**src/rtl/capsense_event_filter.sv**
```systemverilog
// capsense_event_filter: per-button debounce, toggle tracking and press /
// long-press / release event detection, queued in a small FIFO behind a
// valid/ready interface. All button state advances only on poll strobes.
module capsense_event_filter #(
  parameter int N          = 4,
  parameter int DEB_CNT    = 3,
  parameter int LONG_POLLS = 16,
  parameter int FIFO_DEPTH = 4,
  parameter int IDXW       = (N > 1) ? $clog2(N) : 1
) (
  input  logic            clk_i,
  input  logic            rst_ni,
  input  logic [N-1:0]    sample_i,
  input  logic            sample_valid_i,
  output logic [N-1:0]    state_o,
  output logic [N-1:0]    toggle_o,
  output logic            evt_valid_o,
  input  logic            evt_ready_i,
  output logic [IDXW+1:0] evt_o,
  output logic            overflow_o
);

  localparam int EW = IDXW + 2;
  localparam int PW = (FIFO_DEPTH > 1) ? $clog2(FIFO_DEPTH) : 1;
  localparam int CW = 4;
  localparam int LW = 8;

  localparam logic [CW-1:0] DEB_LIM   = CW'(DEB_CNT);
  localparam logic [LW-1:0] LONG_LIM  = LW'(LONG_POLLS);
  localparam logic [PW:0]   FIFO_FULL = (PW + 1)'(FIFO_DEPTH);

  localparam logic [1:0] KIND_PRESS = 2'b01;
  localparam logic [1:0] KIND_LONG  = 2'b11;
  localparam logic [1:0] KIND_REL   = 2'b10;

  // Per-button state
  logic [CW-1:0] cnt_r    [N];
  logic [CW-1:0] cnt_nx_s [N];
  logic [LW-1:0] lc_r     [N];
  logic [LW-1:0] lc_nx_s  [N];
  logic [N-1:0]  state_r, state_nx_s;
  logic [N-1:0]  toggle_r, toggle_nx_s;
  logic [N-1:0]  flip_s;
  logic [N-1:0]  pp_r, pl_r, pr_r;
  logic [N-1:0]  set_pp_s, set_pl_s, set_pr_s;
  logic [N-1:0]  clr_pp_s, clr_pl_s, clr_pr_s;
  logic [N-1:0]  pend_s;
  logic          overflow_r;

  // Event FIFO
  logic [EW-1:0] mem_r [FIFO_DEPTH];
  logic [PW-1:0] wr_ptr_r, rd_ptr_r;
  logic [PW:0]   count_r;
  logic          push_s, pop_s, can_push_s, found_s;
  logic [IDXW-1:0] sel_idx_s;
  logic [1:0]    sel_kind_s;

  // Debounce, toggle and long-press next-state logic, gated by the poll strobe
  always_comb begin
    cnt_nx_s    = cnt_r;
    lc_nx_s     = lc_r;
    state_nx_s  = state_r;
    toggle_nx_s = toggle_r;
    flip_s      = '0;
    set_pp_s    = '0;
    set_pl_s    = '0;
    set_pr_s    = '0;
    for (int i = 0; i < N; i++) begin
      if (sample_valid_i) begin
        if (sample_i[i] == state_r[i]) begin
          cnt_nx_s[i] = '0;
        end else if (cnt_r[i] + CW'(1) == DEB_LIM) begin
          cnt_nx_s[i]   = '0;
          state_nx_s[i] = ~state_r[i];
          flip_s[i]     = 1'b1;
          if (!state_r[i]) begin
            set_pp_s[i]    = 1'b1;
            toggle_nx_s[i] = ~toggle_r[i];
          end else begin
            set_pr_s[i] = 1'b1;
            lc_nx_s[i]  = '0;
          end
        end else begin
          cnt_nx_s[i] = cnt_r[i] + CW'(1);
        end
        // Long counter runs only while held and not on the releasing edge
        if (state_r[i] && !flip_s[i]) begin
          if (lc_r[i] != LONG_LIM) begin
            lc_nx_s[i] = lc_r[i] + LW'(1);
            if (lc_r[i] + LW'(1) == LONG_LIM) begin
              set_pl_s[i] = 1'b1;
            end else begin
              set_pl_s[i] = 1'b0;
            end
          end else begin
            lc_nx_s[i] = lc_r[i];
          end
        end else begin
          set_pl_s[i] = 1'b0;
        end
      end else begin
        cnt_nx_s[i] = cnt_r[i];
      end
    end
  end

  // Scheduler: pick lowest-index pending event (press, long, release) for the FIFO
  always_comb begin
    pend_s     = pp_r | pl_r | pr_r;
    pop_s      = evt_valid_o && evt_ready_i;
    can_push_s = (count_r != FIFO_FULL) || pop_s;
    found_s    = 1'b0;
    sel_idx_s  = '0;
    sel_kind_s = 2'b00;
    clr_pp_s   = '0;
    clr_pl_s   = '0;
    clr_pr_s   = '0;
    for (int i = 0; i < N; i++) begin
      if (!found_s && pend_s[i]) begin
        found_s   = 1'b1;
        sel_idx_s = IDXW'(i);
        if (pp_r[i]) begin
          sel_kind_s  = KIND_PRESS;
          clr_pp_s[i] = can_push_s;
        end else if (pl_r[i]) begin
          sel_kind_s  = KIND_LONG;
          clr_pl_s[i] = can_push_s;
        end else begin
          sel_kind_s  = KIND_REL;
          clr_pr_s[i] = can_push_s;
        end
      end else begin
        found_s = found_s;
      end
    end
    push_s = found_s && can_push_s;
  end

  // Button state, pending bits and sticky overflow registers
  always_ff @(posedge clk_i) begin
    if (!rst_ni) begin
      for (int i = 0; i < N; i++) begin
        cnt_r[i] <= '0;
        lc_r[i]  <= '0;
      end
      state_r    <= '0;
      toggle_r   <= '0;
      pp_r       <= '0;
      pl_r       <= '0;
      pr_r       <= '0;
      overflow_r <= 1'b0;
    end else begin
      cnt_r      <= cnt_nx_s;
      lc_r       <= lc_nx_s;
      state_r    <= state_nx_s;
      toggle_r   <= toggle_nx_s;
      // A set landing on a still-pending bit loses one event; set wins over clear
      pp_r       <= (pp_r & ~clr_pp_s) | set_pp_s;
      pl_r       <= (pl_r & ~clr_pl_s) | set_pl_s;
      pr_r       <= (pr_r & ~clr_pr_s) | set_pr_s;
      overflow_r <= overflow_r | (|((pp_r & set_pp_s) | (pl_r & set_pl_s) | (pr_r & set_pr_s)));
    end
  end

  // Event FIFO storage, pointers and occupancy
  always_ff @(posedge clk_i) begin
    if (!rst_ni) begin
      for (int j = 0; j < FIFO_DEPTH; j++) begin
        mem_r[j] <= '0;
      end
      wr_ptr_r <= '0;
      rd_ptr_r <= '0;
      count_r  <= '0;
    end else begin
      if (push_s) begin
        mem_r[wr_ptr_r] <= {sel_kind_s, sel_idx_s};
        wr_ptr_r        <= wr_ptr_r + PW'(1);
      end else begin
        wr_ptr_r <= wr_ptr_r;
      end
      if (pop_s) begin
        rd_ptr_r <= rd_ptr_r + PW'(1);
      end else begin
        rd_ptr_r <= rd_ptr_r;
      end
      case ({push_s, pop_s})
        2'b10:   count_r <= count_r + (PW + 1)'(1);
        2'b01:   count_r <= count_r - (PW + 1)'(1);
        default: count_r <= count_r;
      endcase
    end
  end

  assign state_o     = state_r;
  assign toggle_o    = toggle_r;
  assign overflow_o  = overflow_r;
  assign evt_valid_o = (count_r != '0);
  assign evt_o       = mem_r[rd_ptr_r];

endmodule

```
**config.mk**
```make
export PLATFORM = sky130hd
export DESIGN_NAME = capsense_event_filter
export DESIGN_NICKNAME = d
export VERILOG_FILES = /design/src/rtl/capsense_event_filter.sv
export SDC_FILE = /design/constraint.sdc
export NUM_CORES = 1
export LEC_CHECK = 0
export BUFFER_PORTS_ARGS = -buffer_cell sky130_fd_sc_hd__buf_2
export CAP_MARGIN = 0
export CORE_UTILIZATION = 50
export CTS_CLUSTER_DIAMETER = 200
export CTS_CLUSTER_SIZE = 40
export DETAILED_ROUTE_END_ITERATION = 8
export PLACE_DENSITY = 0.73
export SLEW_MARGIN = 30
export SYNTH_ARGS = -nofsm -noshare
export SYNTH_HDL_FRONTEND = slang
export SYNTH_SLANG_ARGS = --single-unit
```
**constraint.sdc**
```tcl
create_clock -name clk_i -period 3.6 [get_ports clk_i]
set_input_delay 0.72 -clock clk_i [delete_from_list [all_inputs] [get_ports clk_i]]
set_output_delay 0.72 -clock clk_i [all_outputs]
set_load 0.01 [all_outputs]
```
==> results_dict.tcl <==
set metrics [dict create \
    status "finished clean" \
    syn_area_um2 5620 \
    synth-edff-count 16 \
    insertion_delay_ns 0.39 \
    p_int_mw 1.53 \
    numCtsBuffers 9 \
    rr_worst_depth 7 \
    synth-main-ff-cell "dfxtp_1" \
    powerDensity_nw_per_um2 346 \
    fin_crit_ns 2.29 \
    critPathMaxFanout 7 \
    hold_depth 2 \
    h-tree-depth 3 \
    post_dp_cell_area_um2 5820 \
    fp.dieH_um 108 \
    worstMarginPinSlew_ns 0.742 \
    cts_tree "built" \
    finalCritPeriodShare_pct 63.5 \
    multiInputGateArea_um2 3350 \
    async_flop_share_pct 0 \
    cts_buffer_depth 2 \
    syn_inst 660 \
    power.leakage_nw 2.10 \
    synth_area_leaders "dfxtp_1 (28%), edfxtp_1 (8.5%), ha_1 (5.3%)" \
    cp_data_arrival_time_ns 2.56 \
    regArea_um2 2040 \
    rsz0062_at_grt "false" \
    dp_slack_ns 1.05 \
    io_pins 22 \
    viasPerCell 5.82 \
    synth_top_area_share_pct 27.8 \
    finalSetupTns_ns 0 \
    drt_wl_total_um 11700 \
    vdd_ir_drop_max_uv 253 \
    dp_hpwl_um 8370 \
    antenna_found_initial 0 \
    synth_fp_nets 693 \
    design.core.area_um2 10900 \
    layout-drive-gt1-share_pct 10.6 \
    die_area_um2 11700 \
    cp-end-kind "flip-flop" \
    ys_ff_latch 94 \
    fin_ws_ns 1.31 \
    num-fill-cells 1002 \
    drc 0 \
    vias 4759 \
    wire_per_inst_um 14.3 \
    hold_end "lc_r[15]$_SDFFE_PN0P_" \
    comb_power_share_pct 11.1 \
    switching_share_pct 26.5 \
    slew_violations 0 \
    ys_seq_area_share_pct 36.3 \
    start_util_pct 51.6 \
    syn_to_final_growth_pct 6.92 \
    avgSynthCellArea_um2 8.52 \
    nNetsFinal 706 \
    power_switching_uw 551 \
    critPathKind "reg2reg" \
    post-cts-setup-buffers 0 \
    antenna_cells 0 \
    hp-start "lc_r[15]$_SDFFE_PN0P_" \
    clock-sinks 94 \
    hold_buffers 0 \
    die_w_um 108 \
    regToRegSetupSlack_ns 1.31 \
    final_antenna_net_count 0 \
    setup_violations 0 \
    path_clk_slew_ns 0.09 \
    grt_use_total_pct 20.7 \
    p_clk_share_pct 34.4 \
    cp.required_ns 3.88 \
    drt_pre_antenna_iters 5 \
    pwr-share-seq_pct 54.5 \
    netlist-cell-type-count 78 \
    hold_violations 0 \
    yosys_warnings 0 \
    io_buffers 21 \
    place.gp.congestion 0.824 \
    hold_path.class "reg2reg" \
    grt_pass1_wl_um 19400 \
    drv_cap 0 \
    rows 38 \
    r2r_end "count_r[2]$_SDFFE_PN0P_" \
    reg2reg_from "pp_r[3]$_SDFF_PN0_" \
    cts-root-buf "clkbuf_8" \
    grt_pass1_vias 4279 \
    finalClockSkew_ns 0.0145 \
    yosys.area.top_type "dfxtp_1" \
    fmax_mhz 437 \
    slew_headroom_pct 50.0 \
    fin_area_um2 6010 \
    grt.overflow.total 0 \
    grt_max_degree 57 \
    start_kind "flip-flop" \
    cts.repair.resized 0 \
    drtIter0Drc 246 \
]
-- synthesized netlist by cell type (7+ instances only) --
master	count
a21boi_0	26
a21oi_1	25
and2_1	27
clkbuf_1	12
dfxtp_1	78
edfxtp_1	16
ha_1	24
inv_1	36
nand2_1	70
nand2b_1	7
nand3_1	23
nand3b_1	12
nand4_1	10
nor2_1	50
nor2b_1	26
nor3_1	25
o21a_1	7
o21ai_0	42
xnor2_1	9
-- kinds of logic after synthesis --
family	count (synthesis)	synth area share, %
compound gates	157	19.9
xor+xnor	15	2.34
fa+ha+maj	25	5.70
buf+inv	57	4.12
flops	94	36.3
mux	8	2.36
simple gates	304	29.2
-- final cells by class --
class / count / area share, %
clock buffers: 10 / 2.12
clock inverters: 6 / 1.04
inverters: 36 / 2.25
multi-input cells: 509 / 55.7
flip-flops and latches: 94 / 34.0
well taps: 140 / 2.91
repair buffers: 23 / 2.00
-- power by group through the flow --
| stage | Clock (mW) | Sequential (mW) | Combinational, mW |
|---|---|---|---|
| 3_3_place_gp | 0 | 1.16 | 0.224 |
| 2_1_floorplan | 0 | 1.15 | 0.184 |
| 4_1_cts | 0.726 | 1.13 | 0.231 |
| 6_report | 0.716 | 1.13 | 0.230 |
| 3_5_place_dp | 0 | 1.16 | 0.228 |
| 5_1_grt | 0.762 | 1.14 | 0.260 |
-- layer usage --
layer / GRT usage (%) / part of all wire (%) / routed length, um / vias to the layer above
met1: 26.2 / 47 / 5520 / 2261
met3: 3.74 / 3.9 / 458 / 19
met2: 34.6 / 47 / 5500 / 105
met4: 8.71 / 1.9 / 221 / 0
met5: 0 / 0 / 0 / -
li1: - / - / - / 2374
-- critical path: stages (launching register included) --
cell and delay, ns:
dfxtp_1 0.37, nor3_1 0.41, and2_1 0.26, nand3_1 0.14, fa_1 0.42, o31a_1 0.32
xnor2_1 0.12, and2_1 0.15
-- registers in the layout, indices dropped and copies added (netlist names), 3 cells and up, named ones only --
name,cells
lc_r,32
cnt_r,16
mem_r,16
pl_r,4
pp_r,4
pr_r,4
state_o,4
toggle_o,4
count_r,3
-- through the flow --
stage	util, %	cells	power, mW	hold slack [ns]
finish	55.2	818	2.08	0.506
global placement	53.5	802	1.38	0.473
detailed placement	53.5	802	1.39	0.501
CTS	55.2	818	2.09	0.514
floorplan	-	660	1.33	0.457
global route	55.2	818	2.16	0.537
-- placed cells by master (no fill, tap or decap), types with 6 or more instances in the layout --
cell type / instances
a21boi_0: 26
a21oi_1: 25
a22oi_1: 6
and2_1: 27
buf_2: 21
clkbuf_8: 9
dfxtp_1: 78
edfxtp_1: 16
ha_1: 24
inv_1: 36
nand2_1: 70
nand2b_1: 7
nand3_1: 23
nand3b_1: 12
nand4_1: 10
nor2_1: 50
nor2b_1: 26
nor3_1: 25
nor3b_1: 6
o21a_1: 7
o21ai_0: 42
o31ai_1: 6
xnor2_1: 9
xor2_1: 6
-- worst max path at each step --
| stage | startpoint | to | slack (ns) | depth (start not counted) |
|---|---|---|---|---|
| finish | pp_r[3]$_SDFF_PN0_ | count_r[2]$_SDFFE_PN0P_ | 1.31 | 7 |
| global route | state_o[1]$_SDFFE_PN0P_ | lc_r[17]$_SDFFE_PN0P_ | 1.12 | 8 |
| detailed placement | sample_valid_i | lc_r[7]$_SDFFE_PN0P_ | 1.05 | 6 |
| CTS | pp_r[3]$_SDFF_PN0_ | count_r[2]$_SDFFE_PN0P_ | 1.29 | 7 |
| floorplan | sample_i[1] | overflow_o$_SDFF_PN0_ | 1.38 | 7 |
| global placement | sample_valid_i | lc_r[7]$_SDFFE_PN0P_ | 1.11 | 6 |
No activity file was read; power rests on OpenSTA's default activity.
